===== src/rtl/bht_access_ctrl_pkg.sv =====
// rtl/bht_access_ctrl_pkg.sv - shared encodings, FSM states and counter update for the BHT controller
`ifndef BHT_ACCESS_CTRL_DEFS
`define BHT_ACCESS_CTRL_DEFS
`define Data_Bus 32
`define True     1'b1
`define False    1'b0
`endif

package bht_access_ctrl_pkg;

    typedef enum logic [1:0] {
        CNT_SNT = 2'b00,
        CNT_WNT = 2'b01,
        CNT_WT  = 2'b10,
        CNT_ST  = 2'b11
    } cnt_e;

    typedef enum logic [2:0] {
        ST_INIT,
        ST_IDLE,
        ST_RD,
        ST_CALC,
        ST_WR
    } state_e;

    function automatic logic [1:0] sat_update(input logic [1:0] cnt, input logic taken);
        if (taken) begin
            return (cnt == CNT_ST) ? CNT_ST : cnt + 2'd1;
        end
        return (cnt == CNT_SNT) ? CNT_SNT : cnt - 2'd1;
    endfunction

endpackage


===== src/rtl/bht_access_ctrl_if.sv =====
// rtl/bht_access_ctrl_if.sv - fetch, RS and table RAM signals of the BHT controller
interface bht_access_ctrl_if #(
    parameter int IDX_W    = 8,
    parameter int TQ_DEPTH = 4
);
    localparam int CNT_W = $clog2(TQ_DEPTH) + 1;

    logic                 rdy;
    logic                 lookup_valid;
    logic [`Data_Bus-1:0] lookup_pc;
    logic                 lookup_ready;
    logic                 pred_valid;
    logic                 pred_taken;
    logic                 train_valid;
    logic [`Data_Bus-1:0] train_pc;
    logic                 train_taken;
    logic                 train_ready;
    logic                 ram_en;
    logic                 ram_we;
    logic [IDX_W-1:0]     ram_addr;
    logic [1:0]           ram_wdata;
    logic [1:0]           ram_rdata;
    logic                 init_done;
    logic [CNT_W-1:0]     tq_count;

    modport slave (
        input  rdy, lookup_valid, lookup_pc, train_valid, train_pc, train_taken, ram_rdata,
        output lookup_ready, pred_valid, pred_taken, train_ready,
               ram_en, ram_we, ram_addr, ram_wdata, init_done, tq_count
    );

    modport master (
        output rdy, lookup_valid, lookup_pc, train_valid, train_pc, train_taken, ram_rdata,
        input  lookup_ready, pred_valid, pred_taken, train_ready,
               ram_en, ram_we, ram_addr, ram_wdata, init_done, tq_count
    );
endinterface


===== src/rtl/bht_train_queue.sv =====
// rtl/bht_train_queue.sv - power-of-two FIFO holding pending {index, taken} training requests
module bht_train_queue #(
    parameter int W     = 5,
    parameter int DEPTH = 4
) (
    input  logic                       clk,
    input  logic                       rst,
    input  logic                       push,
    input  logic [W-1:0]               push_data,
    input  logic                       pop,
    output logic [W-1:0]               head_data,
    output logic                       full,
    output logic                       empty,
    output logic [$clog2(DEPTH):0]     count
);
    localparam int PTR_W = $clog2(DEPTH);
    localparam int CNT_W = PTR_W + 1;

    logic [W-1:0]     mem_q [DEPTH];
    logic [W-1:0]     mem_d [DEPTH];
    logic [PTR_W-1:0] wr_ptr_q, wr_ptr_d, rd_ptr_q, rd_ptr_d;
    logic [CNT_W-1:0] count_q, count_d;

    // Pointers wrap for free because DEPTH is a power of two.
    always_comb begin
        mem_d    = mem_q;
        wr_ptr_d = wr_ptr_q;
        rd_ptr_d = rd_ptr_q;
        count_d  = count_q;
        if (push) begin
            mem_d[wr_ptr_q] = push_data;
            wr_ptr_d        = wr_ptr_q + PTR_W'(1);
        end
        if (pop) begin
            rd_ptr_d = rd_ptr_q + PTR_W'(1);
        end
        case ({push, pop})
            2'b10:   count_d = count_q + CNT_W'(1);
            2'b01:   count_d = count_q - CNT_W'(1);
            default: count_d = count_q;
        endcase
    end

    always_ff @(posedge clk) begin
        mem_q <= mem_d;
        if (rst) begin
            wr_ptr_q <= '0;
            rd_ptr_q <= '0;
            count_q  <= '0;
        end else begin
            wr_ptr_q <= wr_ptr_d;
            rd_ptr_q <= rd_ptr_d;
            count_q  <= count_d;
        end
    end

    assign head_data = mem_q[rd_ptr_q];
    assign full      = (count_q == CNT_W'(DEPTH));
    assign empty     = (count_q == '0);
    assign count     = count_q;

endmodule


===== src/rtl/bht_access_ctrl.sv =====
// rtl/bht_access_ctrl.sv - shares one BHT RAM port between fetch lookups and queued RMW training
module bht_access_ctrl
    import bht_access_ctrl_pkg::*;
#(
    parameter int         IDX_W    = 8,
    parameter int         TQ_DEPTH = 4,
    parameter logic [1:0] INIT_CNT = CNT_WNT
) (
    input  logic             clk,
    input  logic             rst,
    bht_access_ctrl_if.slave bus
);
    localparam int CNT_W = $clog2(TQ_DEPTH) + 1;
    localparam int Q_W   = IDX_W + 1;

    state_e           state_q, state_d;
    logic [IDX_W-1:0] sweep_q, sweep_d;
    logic             init_done_q, init_done_d;
    logic             pred_valid_q, pred_valid_d;
    logic [1:0]       cnt_q, cnt_d;

    logic             q_push, q_pop, q_full, q_empty;
    logic [Q_W-1:0]   q_head;
    logic [CNT_W-1:0] q_count;

    logic [IDX_W-1:0] lookup_idx, train_idx, head_idx;
    logic             head_taken, in_rw, lookup_acc, train_gnt;
    logic             ram_en, ram_we;
    logic [IDX_W-1:0] ram_addr;
    logic [1:0]       ram_wdata;
    logic             unused_pc_bits;

    assign lookup_idx     = bus.lookup_pc[IDX_W+1:2];
    assign train_idx      = bus.train_pc[IDX_W+1:2];
    assign unused_pc_bits = ^{bus.lookup_pc[`Data_Bus-1:IDX_W+2], bus.lookup_pc[1:0],
                              bus.train_pc[`Data_Bus-1:IDX_W+2], bus.train_pc[1:0]};
    assign head_idx       = q_head[Q_W-1:1];
    assign head_taken     = q_head[0];

    // A full queue blocks lookups while training needs the port, so training cannot starve.
    assign in_rw            = (state_q == ST_RD) || (state_q == ST_WR);
    assign bus.lookup_ready = !rst && bus.rdy && init_done_q && !(q_full && in_rw);
    assign lookup_acc       = bus.lookup_valid && bus.lookup_ready;
    assign bus.train_ready  = !rst && bus.rdy && init_done_q && !q_full;
    assign train_gnt        = !rst && bus.rdy && !lookup_acc;
    assign q_push           = bus.train_valid && bus.train_ready;
    assign q_pop            = (state_q == ST_WR) && train_gnt;

    bht_train_queue #(.W(Q_W), .DEPTH(TQ_DEPTH)) u_train_queue (
        .clk       (clk),
        .rst       (rst),
        .push      (q_push),
        .push_data ({train_idx, bus.train_taken}),
        .pop       (q_pop),
        .head_data (q_head),
        .full      (q_full),
        .empty     (q_empty),
        .count     (q_count)
    );

    always_comb begin
        state_d      = state_q;
        sweep_d      = sweep_q;
        init_done_d  = init_done_q;
        cnt_d        = cnt_q;
        pred_valid_d = lookup_acc;
        ram_en       = lookup_acc;
        ram_we       = 1'b0;
        ram_addr     = lookup_acc ? lookup_idx : '0;
        ram_wdata    = '0;
        if (!rst && bus.rdy) begin
            case (state_q)
                ST_INIT: begin
                    ram_en    = 1'b1;
                    ram_we    = 1'b1;
                    ram_addr  = sweep_q;
                    ram_wdata = INIT_CNT;
                    sweep_d   = sweep_q + IDX_W'(1);
                    if (&sweep_q) begin
                        state_d     = ST_IDLE;
                        init_done_d = `True;
                    end
                end
                ST_IDLE: if (!q_empty) state_d = ST_RD;
                ST_RD: if (train_gnt) begin
                    ram_en   = 1'b1;
                    ram_addr = head_idx;
                    state_d  = ST_CALC;
                end
                // Read data from RD is on ram_rdata now; the updated value is held in cnt_q.
                ST_CALC: begin
                    cnt_d   = sat_update(bus.ram_rdata, head_taken);
                    state_d = ST_WR;
                end
                ST_WR: if (train_gnt) begin
                    ram_en    = 1'b1;
                    ram_we    = 1'b1;
                    ram_addr  = head_idx;
                    ram_wdata = cnt_q;
                    state_d   = ST_IDLE;
                end
                default: state_d = ST_INIT;
            endcase
        end
    end

    always_ff @(posedge clk) begin
        if (rst) begin
            state_q      <= ST_INIT;
            sweep_q      <= '0;
            init_done_q  <= `False;
            pred_valid_q <= `False;
            cnt_q        <= '0;
        end else begin
            state_q      <= state_d;
            sweep_q      <= sweep_d;
            init_done_q  <= init_done_d;
            pred_valid_q <= pred_valid_d;
            cnt_q        <= cnt_d;
        end
    end

    assign bus.ram_en     = ram_en;
    assign bus.ram_we     = ram_we;
    assign bus.ram_addr   = ram_addr;
    assign bus.ram_wdata  = ram_wdata;
    assign bus.pred_valid = pred_valid_q;
    assign bus.pred_taken = pred_valid_q && bus.ram_rdata[1];
    assign bus.init_done  = init_done_q;
    assign bus.tq_count   = q_count;

endmodule

===== src/flat_wrapper.sv =====
// flat-port wrapper written by rule: the top's interface ports become plain ports
module bht_access_ctrl_flat import bht_access_ctrl_pkg::*;
#(
    parameter int         IDX_W    = 8,
    parameter int         TQ_DEPTH = 4,
    parameter logic [1:0] INIT_CNT = CNT_WNT
)
  (clk, rst, bus_rdy, bus_lookup_valid, bus_lookup_pc, bus_train_valid, bus_train_pc, bus_train_taken, bus_ram_rdata, bus_lookup_ready, bus_pred_valid, bus_pred_taken, bus_train_ready, bus_ram_en, bus_ram_we, bus_ram_addr, bus_ram_wdata, bus_init_done, bus_tq_count);
  bht_access_ctrl_if #(.IDX_W(IDX_W), .TQ_DEPTH(TQ_DEPTH)) bus_i ();
  input  logic clk;
  input  logic rst;
  input wire logic [$bits(bus_i.rdy)-1:0] bus_rdy;
  input wire logic [$bits(bus_i.lookup_valid)-1:0] bus_lookup_valid;
  input wire logic [$bits(bus_i.lookup_pc)-1:0] bus_lookup_pc;
  input wire logic [$bits(bus_i.train_valid)-1:0] bus_train_valid;
  input wire logic [$bits(bus_i.train_pc)-1:0] bus_train_pc;
  input wire logic [$bits(bus_i.train_taken)-1:0] bus_train_taken;
  input wire logic [$bits(bus_i.ram_rdata)-1:0] bus_ram_rdata;
  output wire logic [$bits(bus_i.lookup_ready)-1:0] bus_lookup_ready;
  output wire logic [$bits(bus_i.pred_valid)-1:0] bus_pred_valid;
  output wire logic [$bits(bus_i.pred_taken)-1:0] bus_pred_taken;
  output wire logic [$bits(bus_i.train_ready)-1:0] bus_train_ready;
  output wire logic [$bits(bus_i.ram_en)-1:0] bus_ram_en;
  output wire logic [$bits(bus_i.ram_we)-1:0] bus_ram_we;
  output wire logic [$bits(bus_i.ram_addr)-1:0] bus_ram_addr;
  output wire logic [$bits(bus_i.ram_wdata)-1:0] bus_ram_wdata;
  output wire logic [$bits(bus_i.init_done)-1:0] bus_init_done;
  output wire logic [$bits(bus_i.tq_count)-1:0] bus_tq_count;
  assign bus_i.rdy = bus_rdy;
  assign bus_i.lookup_valid = bus_lookup_valid;
  assign bus_i.lookup_pc = bus_lookup_pc;
  assign bus_i.train_valid = bus_train_valid;
  assign bus_i.train_pc = bus_train_pc;
  assign bus_i.train_taken = bus_train_taken;
  assign bus_i.ram_rdata = bus_ram_rdata;
  assign bus_lookup_ready = bus_i.lookup_ready;
  assign bus_pred_valid = bus_i.pred_valid;
  assign bus_pred_taken = bus_i.pred_taken;
  assign bus_train_ready = bus_i.train_ready;
  assign bus_ram_en = bus_i.ram_en;
  assign bus_ram_we = bus_i.ram_we;
  assign bus_ram_addr = bus_i.ram_addr;
  assign bus_ram_wdata = bus_i.ram_wdata;
  assign bus_init_done = bus_i.init_done;
  assign bus_tq_count = bus_i.tq_count;
  bht_access_ctrl #(.IDX_W(IDX_W), .TQ_DEPTH(TQ_DEPTH), .INIT_CNT(INIT_CNT)) u_core (.clk(clk), .rst(rst), .bus(bus_i));
endmodule

===== config.mk =====
export PLATFORM = sky130hd
export DESIGN_NAME = bht_access_ctrl_flat
export DESIGN_NICKNAME = d
export VERILOG_FILES = /design/src/rtl/bht_access_ctrl_pkg.sv /design/src/rtl/bht_access_ctrl_if.sv /design/src/rtl/bht_train_queue.sv /design/src/rtl/bht_access_ctrl.sv /design/src/flat_wrapper.sv
export SDC_FILE = /design/constraint.sdc
export NUM_CORES = 1
export LEC_CHECK = 0
export ABC_AREA = 1
export CAP_MARGIN = 20
export CORE_MARGIN = 3
export CORE_UTILIZATION = 40
export DETAILED_ROUTE_END_ITERATION = 12
export DONT_BUFFER_PORTS = 1
export PLACE_DENSITY = 0.62
export SLEW_MARGIN = 10
export SYNTH_ARGS = -nofsm -noshare
export SYNTH_HDL_FRONTEND = slang
export SYNTH_HIERARCHICAL = 1
export SYNTH_SLANG_ARGS = --single-unit

===== constraint.sdc =====
create_clock -name clk -period 4 [get_ports clk]
set_clock_uncertainty 0.2 [all_clocks]
set_input_delay 0.6 -clock clk [delete_from_list [all_inputs] [get_ports clk]]
set_output_delay 0.6 -clock clk [all_outputs]
set_load 0.02 [all_outputs]

==> metrics.md <==
| Metric | Value |
|---|---|
| Total number of H-tree levels | 3 |
| Starting utilization of the core area | 42.6% |
| Number of warnings printed during yosys synthesis | 6 |
| CP Data Required Time | 3200 ps |
| Post-synthesis to final-layout area growth | 9.71% |
| Clock root buffer master | sky130_fd_sc_hd__clkbuf_8 |
| Total of buffers placed on input and output ports | 0 |
| Final non-filler cell area | 3050 um^2 |
| Number of placement rows | 29 |
| Leakage | 1.13 nW |
| Floorplan die height | 89.4 um |
| Post-CTS setup repair buffer count | 0 |
| TritonCTS clock tree | built |
| Layout filler cell count | 630 |
| Total GRT Usage | 16.0% |
| Wire length of the first global-routing pass | 9560 um |
| GRT Residual Overflow | 0 |
| # DRC | 0 |
| Type of element launching the critical path | flip-flop |
| Internal power | 0.992 mW |
| Total clock buffers created by CTS | 9 |
| Clock-pin slew on the worst setup and hold paths | 70 ps |
| Total Routed Length | 5730 um |
| Vias in the first global route | 1973 |
| Synth Net Count | 373 |
| Placeable core region | 6530 um^2 |
| Slowest stage cell on the critical path | sky130_fd_sc_hd__dfxtp_1 |
| Via count normalized by instance count | 5.23 |
| Average detailed-routed wire length per instance | 15.0 um |
| Largest stage delay on the critical path | 500 ps |
| Sequential share of power | 50.8% |
| Placed wire-length estimate after detailed placement | 4030 um |
| Diode count | 0 |
| Worst ir drop on vdd | 0.163 mV |
| Transition time at the pin with the least slew margin | 712 ps |
| Net total in the final layout | 379 |
| Timing-limited maximum frequency | 332 MHz |
| Worst endpoint data arrival time | 2210 ps |
| Final hold slack | 133 ps |
| Worst min-delay path class | in2reg |
| Final weighted congestion in routability-driven placement | 0.769 |
| Post-synthesis cell type count | 34 |
| Area of the die | 7990 um^2 |
| Net switching power of the design | 0.263 mW |
| Placed Area | 2840 um^2 |
| Cells along the critical path | inv_1 > nor3_1 > nand4_2 > nand3_4 > nand2_4 > inv_1 > nand2_2 > nand2_2 > o21a_1 |
| Setup repair after global routing missed its margin | false |
| Max-slew violation count | 0 |
| Kind of capture point of the worst setup path | output port |
| Sw Share | 21.0% |
| Flip-flop and latch area | 1520 um^2 |
| Pwr per Cell Area | 411 nW/um^2 |
| Multi-input combinational cell area | 1050 um^2 |
| Number of endpoints failing setup at the final stage | 0 |
| Post-Syn Instances | 294 |
| Clock latency reported for the late side of the worst-skew pair | 330 ps |
| Die width | 89.4 um |
| Status | completed |
| Synth Cell Area | 2780 um^2 |
| Worst setup path category | reg2out |
| Initial detailed-routing violation count | 120 |
| Number of placed I/O pins | 92 |
| Detailed-route via count | 1998 |
| Tmin final | 3010 ps |
| Number of nets with antenna violations after detailed routing | 0 |
| Fraction of power consumed by combinational cells | 2.0% |
| Power share of the clock group | 47.2% |
| Max-capacitance violation count | 0 |
| # hold bufs at CTS | 0 |
| Flip-flop and latch count after synthesis | 58 |
| Number of clock sinks | 58 |
| Final Hold Viols | 0 |
| Number of resized instances in the post-cts repair step | 0 |
| Deepest clock path buffer count | 2 |
| Maximum net fanout on the critical path | 5 |
| Worst slew margin relative to its limit | 52.0% |
| Overall power | 1.26 mW |
| Average cell area after synthesis | 9.46 um^2 |
| Maximum number of pins on one net before global-route repair | 23 |
| Share of the clock period used by the worst path | 75.3% |
| Post-route setup TNS | 0 ps |
| Part of the Yosys area used for sequential elements | 54.7% |
| Total iterations of the first detailed-routing run | 4 |
| End-of-flow core utilization | 46.7% |
| Proportion of layout cells with a drive suffix above 1 | 14.1% |
| Antenna violations before repair | 0 |
-- routing by layer --
metal	GRT usage [%]	vias to the layer above	routed length [um]
met1	20.3	935	2600
met3	4.70	8	376
met2	24.9	40	2630
met4	7.44	0	113
li1	-	1015	-
met5	0	-	0
-- critical path, delay by kind of cell (launching register included) --
kind / cells / cell delay [ps]
buffers and inverters: 2 / 160
and+or+nand+nor: 6 / 960
AOI/OAI and AO/OA: 1 / 260
DFF: 1 / 500
-- layout make-up --
class	instances	share of cell area [%]
well taps	77	3.16
flip-flops and latches	58	49.8
clock buffers	9	4.06
inverters	40	5.16
repair buffers	1	0.246
multi-input cells	190	34.5
clock inverters	7	3.07
-- power by group through the flow --
stage / combinational (mW) / clock, mW / sequential, mW
6_report: 0.0253 / 0.593 / 0.637
5_1_grt: 0.0290 / 0.632 / 0.637
4_1_cts: 0.0255 / 0.606 / 0.637
3_5_place_dp: 0.0252 / 0 / 0.651
3_3_place_gp: 0.0249 / 0 / 0.651
2_1_floorplan: 0.0242 / 0 / 0.650
-- Yosys cell counts, drive strengths merged --
master,number,area (um^2)
ha,6,75.1
inv,40,158
fa,1,20.0
nand3,11,67.6
nor4,1,12.5
nor3b,1,7.51
o21ai,29,145
edfxtp,36,1080
nor2,40,180
maj3,1,10.0
o211ai,6,45.0
buf,6,51.3
a21oi,17,88.8
a211oi,1,7.51
o22ai,9,56.3
a41oi,1,8.76
a31oi,1,6.26
dfxtp,22,440
nand4,2,18.8
nand2,50,235
nor3,12,60.1
o21a,1,7.51
-- registers in the layout, indices dropped and copies added (netlist names) --
name and cells:
u_core/bus.pred_valid 1, u_core/u_train_queue/rd_ptr_q 2, u_core/cnt_q 2, u_core/sweep_q 8
u_core/state_q 3, u_core/bus.init_done 1, u_core/u_train_queue/mem_q 36, u_core/u_train_queue/count 3
u_core/u_train_queue/wr_ptr_q 2
-- cells in the final DEF (no fill, tap or decap), drive strengths merged, types with 2 or more instances in the layout --
master	n
nand2	50
nor2	40
inv	40
edfxtp	36
o21ai	29
dfxtp	22
a21oi	17
nor3	12
nand3	11
clkbuf	9
o22ai	9
o211ai	6
ha	6
clkinv	4
bufinv	2
nand4	2
-- per-stage QoR --
stage	instances	setup WS (ps)
finish	382	988
global route	382	795
CTS	382	950
detailed placement	366	1130
global placement	366	1160
floorplan	294	1360
-- kinds of logic (layout without fill, tap and decap cells) --
family | after synthesis | count (layout) | synth area share (%)
compound gates | 65 | 65 | 13.1
fa+ha+maj | 8 | 8 | 3.78
buf+inv | 46 | 57 | 7.51
flops | 58 | 58 | 54.7
simple gates | 117 | 117 | 20.9
-- worst paths after layout --
check | slack (ps) | end | startpoint | cells after the start
setup reg to reg | 1130 | u_core/u_train_queue/count[2]$_SDFFE_PP0P_ | u_core/u_train_queue/count[2]$_SDFFE_PP0P_ | 17
hold / removal | 130 | u_core/bus.init_done$_SDFFE_PP0P_ | rst | 1
setup / recovery | 990 | bus_ram_wdata[0] | u_core/u_train_queue/count[2]$_SDFFE_PP0P_ | 9
hold reg to reg | 250 | u_core/cnt_q[1]$_SDFFE_PP0P_ | u_core/cnt_q[1]$_SDFFE_PP0P_ | 2
Power figures use the tool's default switching activity.
